==> config.mk <==
export PLATFORM = sky130hd
export DESIGN_NAME = vga_pic_bounce_flat
export DESIGN_NICKNAME = d
export VERILOG_FILES = /design/src/rtl/vga_pic_bounce_if.sv /design/src/rtl/vga_pic_bounce.sv /design/src/flat_wrapper.sv
export SDC_FILE = /design/constraint.sdc
export NUM_CORES = 1
export LEC_CHECK = 0
export ABC_AREA = 1
export CAP_MARGIN = 20
export CORE_ASPECT_RATIO = 1.4
export CORE_MARGIN = 1
export CORE_UTILIZATION = 45
export CTS_BUF_LIST = sky130_fd_sc_hd__clkbuf_8
export DETAILED_ROUTE_END_ITERATION = 8
export PLACE_DENSITY_LB_ADDON = 0.2
export SYNTH_ARGS = -nofsm -noshare
export SYNTH_HDL_FRONTEND = slang
export SYNTH_SLANG_ARGS = --single-unit
==> constraint.sdc <==
create_clock -name vga_clk -period 5.36 [get_ports vga_clk]
set_input_delay 1.608 -clock vga_clk [delete_from_list [all_inputs] [get_ports vga_clk]]
set_output_delay 1.608 -clock vga_clk [all_outputs]
set_load 0.05 [all_outputs]
==> src/rtl/vga_pic_bounce_if.sv <==
// Pixel request/response bundle between vga_ctrl and the bouncing-square pixel source.
// master: timing side (drives coordinates and move_en); slave: the pixel source.
interface vga_pic_bounce_if;
  logic        move_en;
  logic [9:0]  pix_x;
  logic [9:0]  pix_y;
  logic [15:0] pix_data;
  logic [9:0]  box_x;
  logic [9:0]  box_y;

  modport master (
    output move_en, pix_x, pix_y,
    input  pix_data, box_x, box_y
  );

  modport slave (
    input  move_en, pix_x, pix_y,
    output pix_data, box_x, box_y
  );
endinterface

==> src/rtl/vga_pic_bounce.sv <==
// Colour-bar pixel source with a bouncing square, updated once per frame on the last active pixel.
// Optional 1-px white frame around the active area: define VGA_PIC_BORDER_EN.
//
// dir state | meaning
// DIR_FWD   | axis position increasing (right / down)
// DIR_REV   | axis position decreasing (left / up)
module vga_pic_bounce #(
  parameter int          H_VALID   = 640,
  parameter int          V_VALID   = 480,
  parameter int          BOX_SIZE  = 32,
  parameter int          STEP      = 2,
  parameter logic [15:0] BOX_COLOR = 16'hFC00
) (
  input  logic            vga_clk,
  input  logic            sys_rst,
  vga_pic_bounce_if.slave bus
);

  localparam int          BAR_W  = H_VALID / 8;
  localparam logic [10:0] H_LIM  = 11'(H_VALID);
  localparam logic [10:0] V_LIM  = 11'(V_VALID);
  localparam logic [10:0] X_MAX  = 11'(H_VALID - BOX_SIZE);
  localparam logic [10:0] Y_MAX  = 11'(V_VALID - BOX_SIZE);
  localparam logic [10:0] STEP_W = 11'(STEP);
  localparam logic [10:0] BOX_W  = 11'(BOX_SIZE);

  generate
    if (BOX_SIZE >= H_VALID || BOX_SIZE >= V_VALID || STEP < 1) begin : g_param_err
      $error("vga_pic_bounce: need BOX_SIZE < H_VALID, BOX_SIZE < V_VALID, STEP >= 1");
    end
  endgenerate

  typedef enum logic {DIR_FWD, DIR_REV} dir_e;

  logic [15:0] pix_data_q, pix_data_d;
  logic [9:0]  box_x_q, box_x_d;
  logic [9:0]  box_y_q, box_y_d;
  dir_e        dir_x_q, dir_x_d;
  dir_e        dir_y_q, dir_y_d;

  logic [10:0] px, py, bx, by;
  logic        active, in_box, frame_end;
  logic [15:0] bar_color;

  // All geometry in 11 bits so box+size and box+step never wrap.
  assign px = {1'b0, bus.pix_x};
  assign py = {1'b0, bus.pix_y};
  assign bx = {1'b0, box_x_q};
  assign by = {1'b0, box_y_q};

  assign active    = (px < H_LIM) && (py < V_LIM);
  assign in_box    = (px >= bx) && (px < bx + BOX_W) && (py >= by) && (py < by + BOX_W);
  assign frame_end = (px == H_LIM - 11'd1) && (py == V_LIM - 11'd1);

`ifdef VGA_PIC_BORDER_EN
  logic border;
  assign border = (px == 11'd0) || (px == H_LIM - 11'd1) ||
                  (py == 11'd0) || (py == V_LIM - 11'd1);
`endif

  always_comb begin
    bar_color = 16'hFFFF;
    if      (px < 11'(1 * BAR_W)) bar_color = 16'h0000;
    else if (px < 11'(2 * BAR_W)) bar_color = 16'h001F;
    else if (px < 11'(3 * BAR_W)) bar_color = 16'hF800;
    else if (px < 11'(4 * BAR_W)) bar_color = 16'hF81F;
    else if (px < 11'(5 * BAR_W)) bar_color = 16'h07E0;
    else if (px < 11'(6 * BAR_W)) bar_color = 16'h07FF;
    else if (px < 11'(7 * BAR_W)) bar_color = 16'hFFE0;
  end

  always_comb begin
    pix_data_d = 16'h0000;
    box_x_d    = box_x_q;
    box_y_d    = box_y_q;
    dir_x_d    = dir_x_q;
    dir_y_d    = dir_y_q;

    if (active) begin
      pix_data_d = bar_color;
`ifdef VGA_PIC_BORDER_EN
      if (border) pix_data_d = 16'hFFFF;
`endif
      if (in_box) pix_data_d = BOX_COLOR;
    end

    // The frame_end pixel is the last active one, so a move never lands mid-picture.
    if (frame_end && bus.move_en) begin
      if (dir_x_q == DIR_FWD) begin
        if (bx + STEP_W >= X_MAX) begin
          box_x_d = X_MAX[9:0];
          dir_x_d = DIR_REV;
        end else begin
          box_x_d = 10'(bx + STEP_W);
        end
      end else begin
        if (bx <= STEP_W) begin
          box_x_d = 10'd0;
          dir_x_d = DIR_FWD;
        end else begin
          box_x_d = 10'(bx - STEP_W);
        end
      end

      if (dir_y_q == DIR_FWD) begin
        if (by + STEP_W >= Y_MAX) begin
          box_y_d = Y_MAX[9:0];
          dir_y_d = DIR_REV;
        end else begin
          box_y_d = 10'(by + STEP_W);
        end
      end else begin
        if (by <= STEP_W) begin
          box_y_d = 10'd0;
          dir_y_d = DIR_FWD;
        end else begin
          box_y_d = 10'(by - STEP_W);
        end
      end
    end
  end

  always_ff @(posedge vga_clk) begin
    if (sys_rst) begin
      pix_data_q <= 16'h0000;
      box_x_q    <= 10'd0;
      box_y_q    <= 10'd0;
      dir_x_q    <= DIR_FWD;
      dir_y_q    <= DIR_FWD;
    end else begin
      pix_data_q <= pix_data_d;
      box_x_q    <= box_x_d;
      box_y_q    <= box_y_d;
      dir_x_q    <= dir_x_d;
      dir_y_q    <= dir_y_d;
    end
  end

  assign bus.pix_data = pix_data_q;
  assign bus.box_x    = box_x_q;
  assign bus.box_y    = box_y_q;

endmodule

==> src/flat_wrapper.sv <==
// flat-port wrapper written by rule: the top's interface ports become plain ports
module vga_pic_bounce_flat 
#(
  parameter int          H_VALID   = 640,
  parameter int          V_VALID   = 480,
  parameter int          BOX_SIZE  = 32,
  parameter int          STEP      = 2,
  parameter logic [15:0] BOX_COLOR = 16'hFC00
)
  (vga_clk, sys_rst, bus_move_en, bus_pix_x, bus_pix_y, bus_pix_data, bus_box_x, bus_box_y);
  vga_pic_bounce_if bus_i ();
  input  logic vga_clk;
  input  logic sys_rst;
  input wire logic [$bits(bus_i.move_en)-1:0] bus_move_en;
  input wire logic [$bits(bus_i.pix_x)-1:0] bus_pix_x;
  input wire logic [$bits(bus_i.pix_y)-1:0] bus_pix_y;
  output wire logic [$bits(bus_i.pix_data)-1:0] bus_pix_data;
  output wire logic [$bits(bus_i.box_x)-1:0] bus_box_x;
  output wire logic [$bits(bus_i.box_y)-1:0] bus_box_y;
  assign bus_i.move_en = bus_move_en;
  assign bus_i.pix_x = bus_pix_x;
  assign bus_i.pix_y = bus_pix_y;
  assign bus_pix_data = bus_i.pix_data;
  assign bus_box_x = bus_i.box_x;
  assign bus_box_y = bus_i.box_y;
  vga_pic_bounce #(.H_VALID(H_VALID), .V_VALID(V_VALID), .BOX_SIZE(BOX_SIZE), .STEP(STEP), .BOX_COLOR(BOX_COLOR)) u_core (.vga_clk(vga_clk), .sys_rst(sys_rst), .bus(bus_i));
endmodule
==> results.sh <==
export IMPL_ant_nets=0
export IMPL_dpl_cell_area_sq_um=3430
export IMPL_rr_worst_depth=11
export IMPL_ys_seq_area_frac=0.163
export IMPL_period_minus_slack_ns=3.56
export IMPL_initial_core_util=0.470
export IMPL_die_area_sq_um=6860
export IMPL_power_leakage_nw=1.62
export IMPL_io_buffers=56
export IMPL_rsz0062_at_grt="false"
export IMPL_hp_start="u_core.bus.box_y[1]$_SDFFE_PP0P_"
export IMPL_drv_slew=0
export IMPL_dieWidth_um=70.3
export IMPL_cts_root_buf="clkbuf_8"
export IMPL_drt_first_pass_iters=4
export IMPL_postCtsResizedCells=0
export IMPL_cts_tree="yes"
export IMPL_vias=3132
export IMPL_antenna_cells=0
export IMPL_synth_cells=465
export IMPL_wire_per_inst_um=14.1
export IMPL_yosysUniqueCellTypes=34
export IMPL_worstSetupStartpointType="primary input"
export IMPL_clock_path_buffers=2
export IMPL_crit_required_ns=5.57
export IMPL_hold_end="u_core.bus.box_y[1]$_SDFFE_PP0P_"
export IMPL_seqPwrFrac=0.403
export IMPL_fin_util=0.560
export IMPL_power_frac_clock=0.367
export IMPL_rows=34
export IMPL_insertion_delay_ns=0.27
export IMPL_post_dp_hpwl_um=6640
export IMPL_cts_setup_buffers=0
export IMPL_regToRegSetupSlack_ns=2.99
export IMPL_syn_avg_cell_area_sq_um=6.32
export IMPL_synth_area_sq_um=2940
export IMPL_p_comb_frac=0.230
export IMPL_cp_max_fo=20
export IMPL_grt_pass1_wl_um=13500
export IMPL_internal_power_w=0.000322
export IMPL_maxCapViolCount=0
export IMPL_cts_buffers_inserted=3
export IMPL_drive_above_1_share=0.0557
export IMPL_postCtsHoldBufs=0
export IMPL_crit_type="in -> reg"
export IMPL_max_slew_margin=0.630
export IMPL_setup_viol=0
export IMPL_fin_tns_setup_ns=0
export IMPL_area_delta_synth_final_pct=19.1
export IMPL_holdCritPathClass="reg -> reg"
export IMPL_fp_dieH_um=97.6
export IMPL_h_tree_depth=1
export IMPL_drc=0
export IMPL_grt_util_met2=0.444
export IMPL_overflow=0
export IMPL_busiest_layer="met2"
export IMPL_yosys_top_cells_area="dfxtp_1 (16%), ha_1 (16%), nand2_1 (13%)"
export IMPL_first_iter_violations=201
export IMPL_nets=565
export IMPL_clk_pin_slew_worst_paths_ns=0.10
export IMPL_grtUsageMet1=0.281
export IMPL_grt_antenna_before_repair=0
export IMPL_via_per_inst=5.45
export IMPL_drt_wl_total_um=8130
export IMPL_synth_seq_cells=24
export IMPL_core_area_sq_um=6250
export IMPL_final_common_cell="nand2_1"
export IMPL_max_freq_mhz=281
export IMPL_vdd_drop_max_mv=0.132
export IMPL_cts_sinks=24
export IMPL_final_cell_mix="nand2_1 (100), clkdlybuf4s50_1 (56), inv_1 (50), nor2_1 (50), ha_1 (38)"
export IMPL_synth_largest_area_cell="dfxtp_1"
export IMPL_outcome="finished, final reports clean"
export IMPL_place_gp_congestion=0.935
export IMPL_switching_power_w=0.000127
export IMPL_crit_path_end_kind="register"
export IMPL_finalHoldViolations=0
export IMPL_grt_usage=0.240
export IMPL_grt_pass1_vias=2937
export IMPL_clock_skew_ns=0.00446
export IMPL_period_share=0.664
export IMPL_reg2reg_from="u_core.bus.box_x[6]$_SDFFE_PP0P_"
export IMPL_grt_max_degree=21
export IMPL_grtUsageMet3=0.0218
export IMPL_worstPathArrival_ns=3.77
export IMPL_max_slew_worst_pin_slew_ns=0.554
export IMPL_switching_share=0.283
export IMPL_final_area_sq_um=3500
export IMPL_whs_path_depth=2
export IMPL_cp_startpoint="bus_pix_x[7]"
export IMPL_io_pin_count=59
export IMPL_synth_top_area_share=0.163
export IMPL_power_density_nw_per_um2=128
export IMPL_ys_warn_count=0
export IMPL_rr_endpoint="u_core.bus.pix_data[14]$_SDFF_PP0_"
-- worst max path at each step --
stage,end,slack (ns),cells after the start
global placement,u_core.bus.box_y[9]$_SDFFE_PP0P_,1.67,9
global route,u_core.bus.box_y[9]$_SDFFE_PP0P_,1.59,10
CTS,u_core.bus.box_y[9]$_SDFFE_PP0P_,1.83,10
finish,u_core.bus.box_y[9]$_SDFFE_PP0P_,1.80,10
floorplan,u_core.bus.pix_data[8]$_SDFF_PP0_,2.62,8
detailed placement,u_core.bus.box_y[9]$_SDFFE_PP0P_,1.53,10
-- critical path, stage by stage --
cell	delay, ns
clkdlybuf4s50_1	0.51
inv_1	0.15
nand4_1	0.09
nor2_1	0.13
nand3_1	0.32
inv_1	0.55
nand2_1	0.09
nand2_1	0.09
nand3_1	0.07
a21oi_1	0.13
-- Yosys cell counts --
cell type,n
nand2_1,100
inv_1,50
nor2_1,50
ha_1,38
a21oi_1,37
nand3_1,33
o21ai_0,25
dfxtp_1,24
xor2_1,18
nand4_1,17
buf_4,15
inv_2,7
a31oi_1,6
nand2_2,6
nor3_1,5
nand3_2,4
o21ai_1,4
buf_2,3
o211ai_1,3
buf_6,2
clkbuf_1,2
o21a_1,2
o21ai_2,2
or2_2,2
and2_4,1
clkbuf_4,1
conb_1,1
nand3b_1,1
nor2_4,1
nor4_1,1
o2111ai_1,1
o211ai_2,1
o22ai_1,1
xnor2_1,1
-- registers in the layout, summed over array words and instances, names as in the netlist --
signal	cells
u_core.bus.box_y	9
u_core.dir_y_q	1
u_core.bus.box_x	9
u_core.bus.pix_data	4
u_core.dir_x_q	1
-- stage by stage --
| stage | instances | power, W | setup slack [ns] | hold WS [ns] |
|---|---|---|---|---|
| final | 575 | 0.000449 | 1.80 | 0.585 |
| after detailed placement | 571 | 0.000288 | 1.53 | 0.576 |
| after CTS | 575 | 0.000450 | 1.83 | 0.591 |
| after floorplan | 466 | 0.000253 | 2.62 | 0.551 |
| after global routing | 575 | 0.000470 | 1.59 | 0.634 |
| after global placement | 571 | 0.000286 | 1.67 | 0.567 |
-- cells by family (layout without fill, tap and decap cells) --
| group | Yosys count | in the layout | share of synthesized area |
|---|---|---|---|
| flip-flops | 24 | 24 | 0.163 |
| other | 1 | 2 | 0.00128 |
| XOR/XNOR | 19 | 19 | 0.0566 |
| buffers and inverters | 80 | 117 | 0.129 |
| AO/OA/AOI/OAI | 82 | 82 | 0.153 |
| adder cells (fa/ha/maj) | 38 | 38 | 0.162 |
| AND/OR/NAND/NOR | 221 | 221 | 0.335 |
-- cell type report --
| type | count | area, sq um |
|---|---|---|
| Clock inverter | 1 | 30.0 |
| Fill cell | 639 | 2750 |
| Tap cell | 72 | 90.1 |
| Clock buffer | 3 | 41.3 |
| Inverter | 57 | 214 |
| Timing Repair Buffer | 56 | 561 |
| Multi-Input combinational cell | 362 | 2080 |
| Sequential cell | 24 | 480 |
-- metal layers --
layer  vias to the layer above  routed length [um]
met5                         -                   0
met4                         0                 187
met3                        15                 305
met2                        82                4250
met1                      1434                3390
li1                       1601                   -
-- power by group through the flow --
stage / Clock [W] / Sequential, W / Combinational [W]
4_1_cts: 0.000166 / 0.000181 / 0.000103
3_3_place_gp: 0 / 0.000185 / 0.000101
3_5_place_dp: 0 / 0.000185 / 0.000103
6_report: 0.000165 / 0.000181 / 0.000103
5_1_grt: 0.000176 / 0.000181 / 0.000113
2_1_floorplan: 0 / 0.000190 / 0.0000628
No activity file was read; power rests on OpenSTA's default activity.
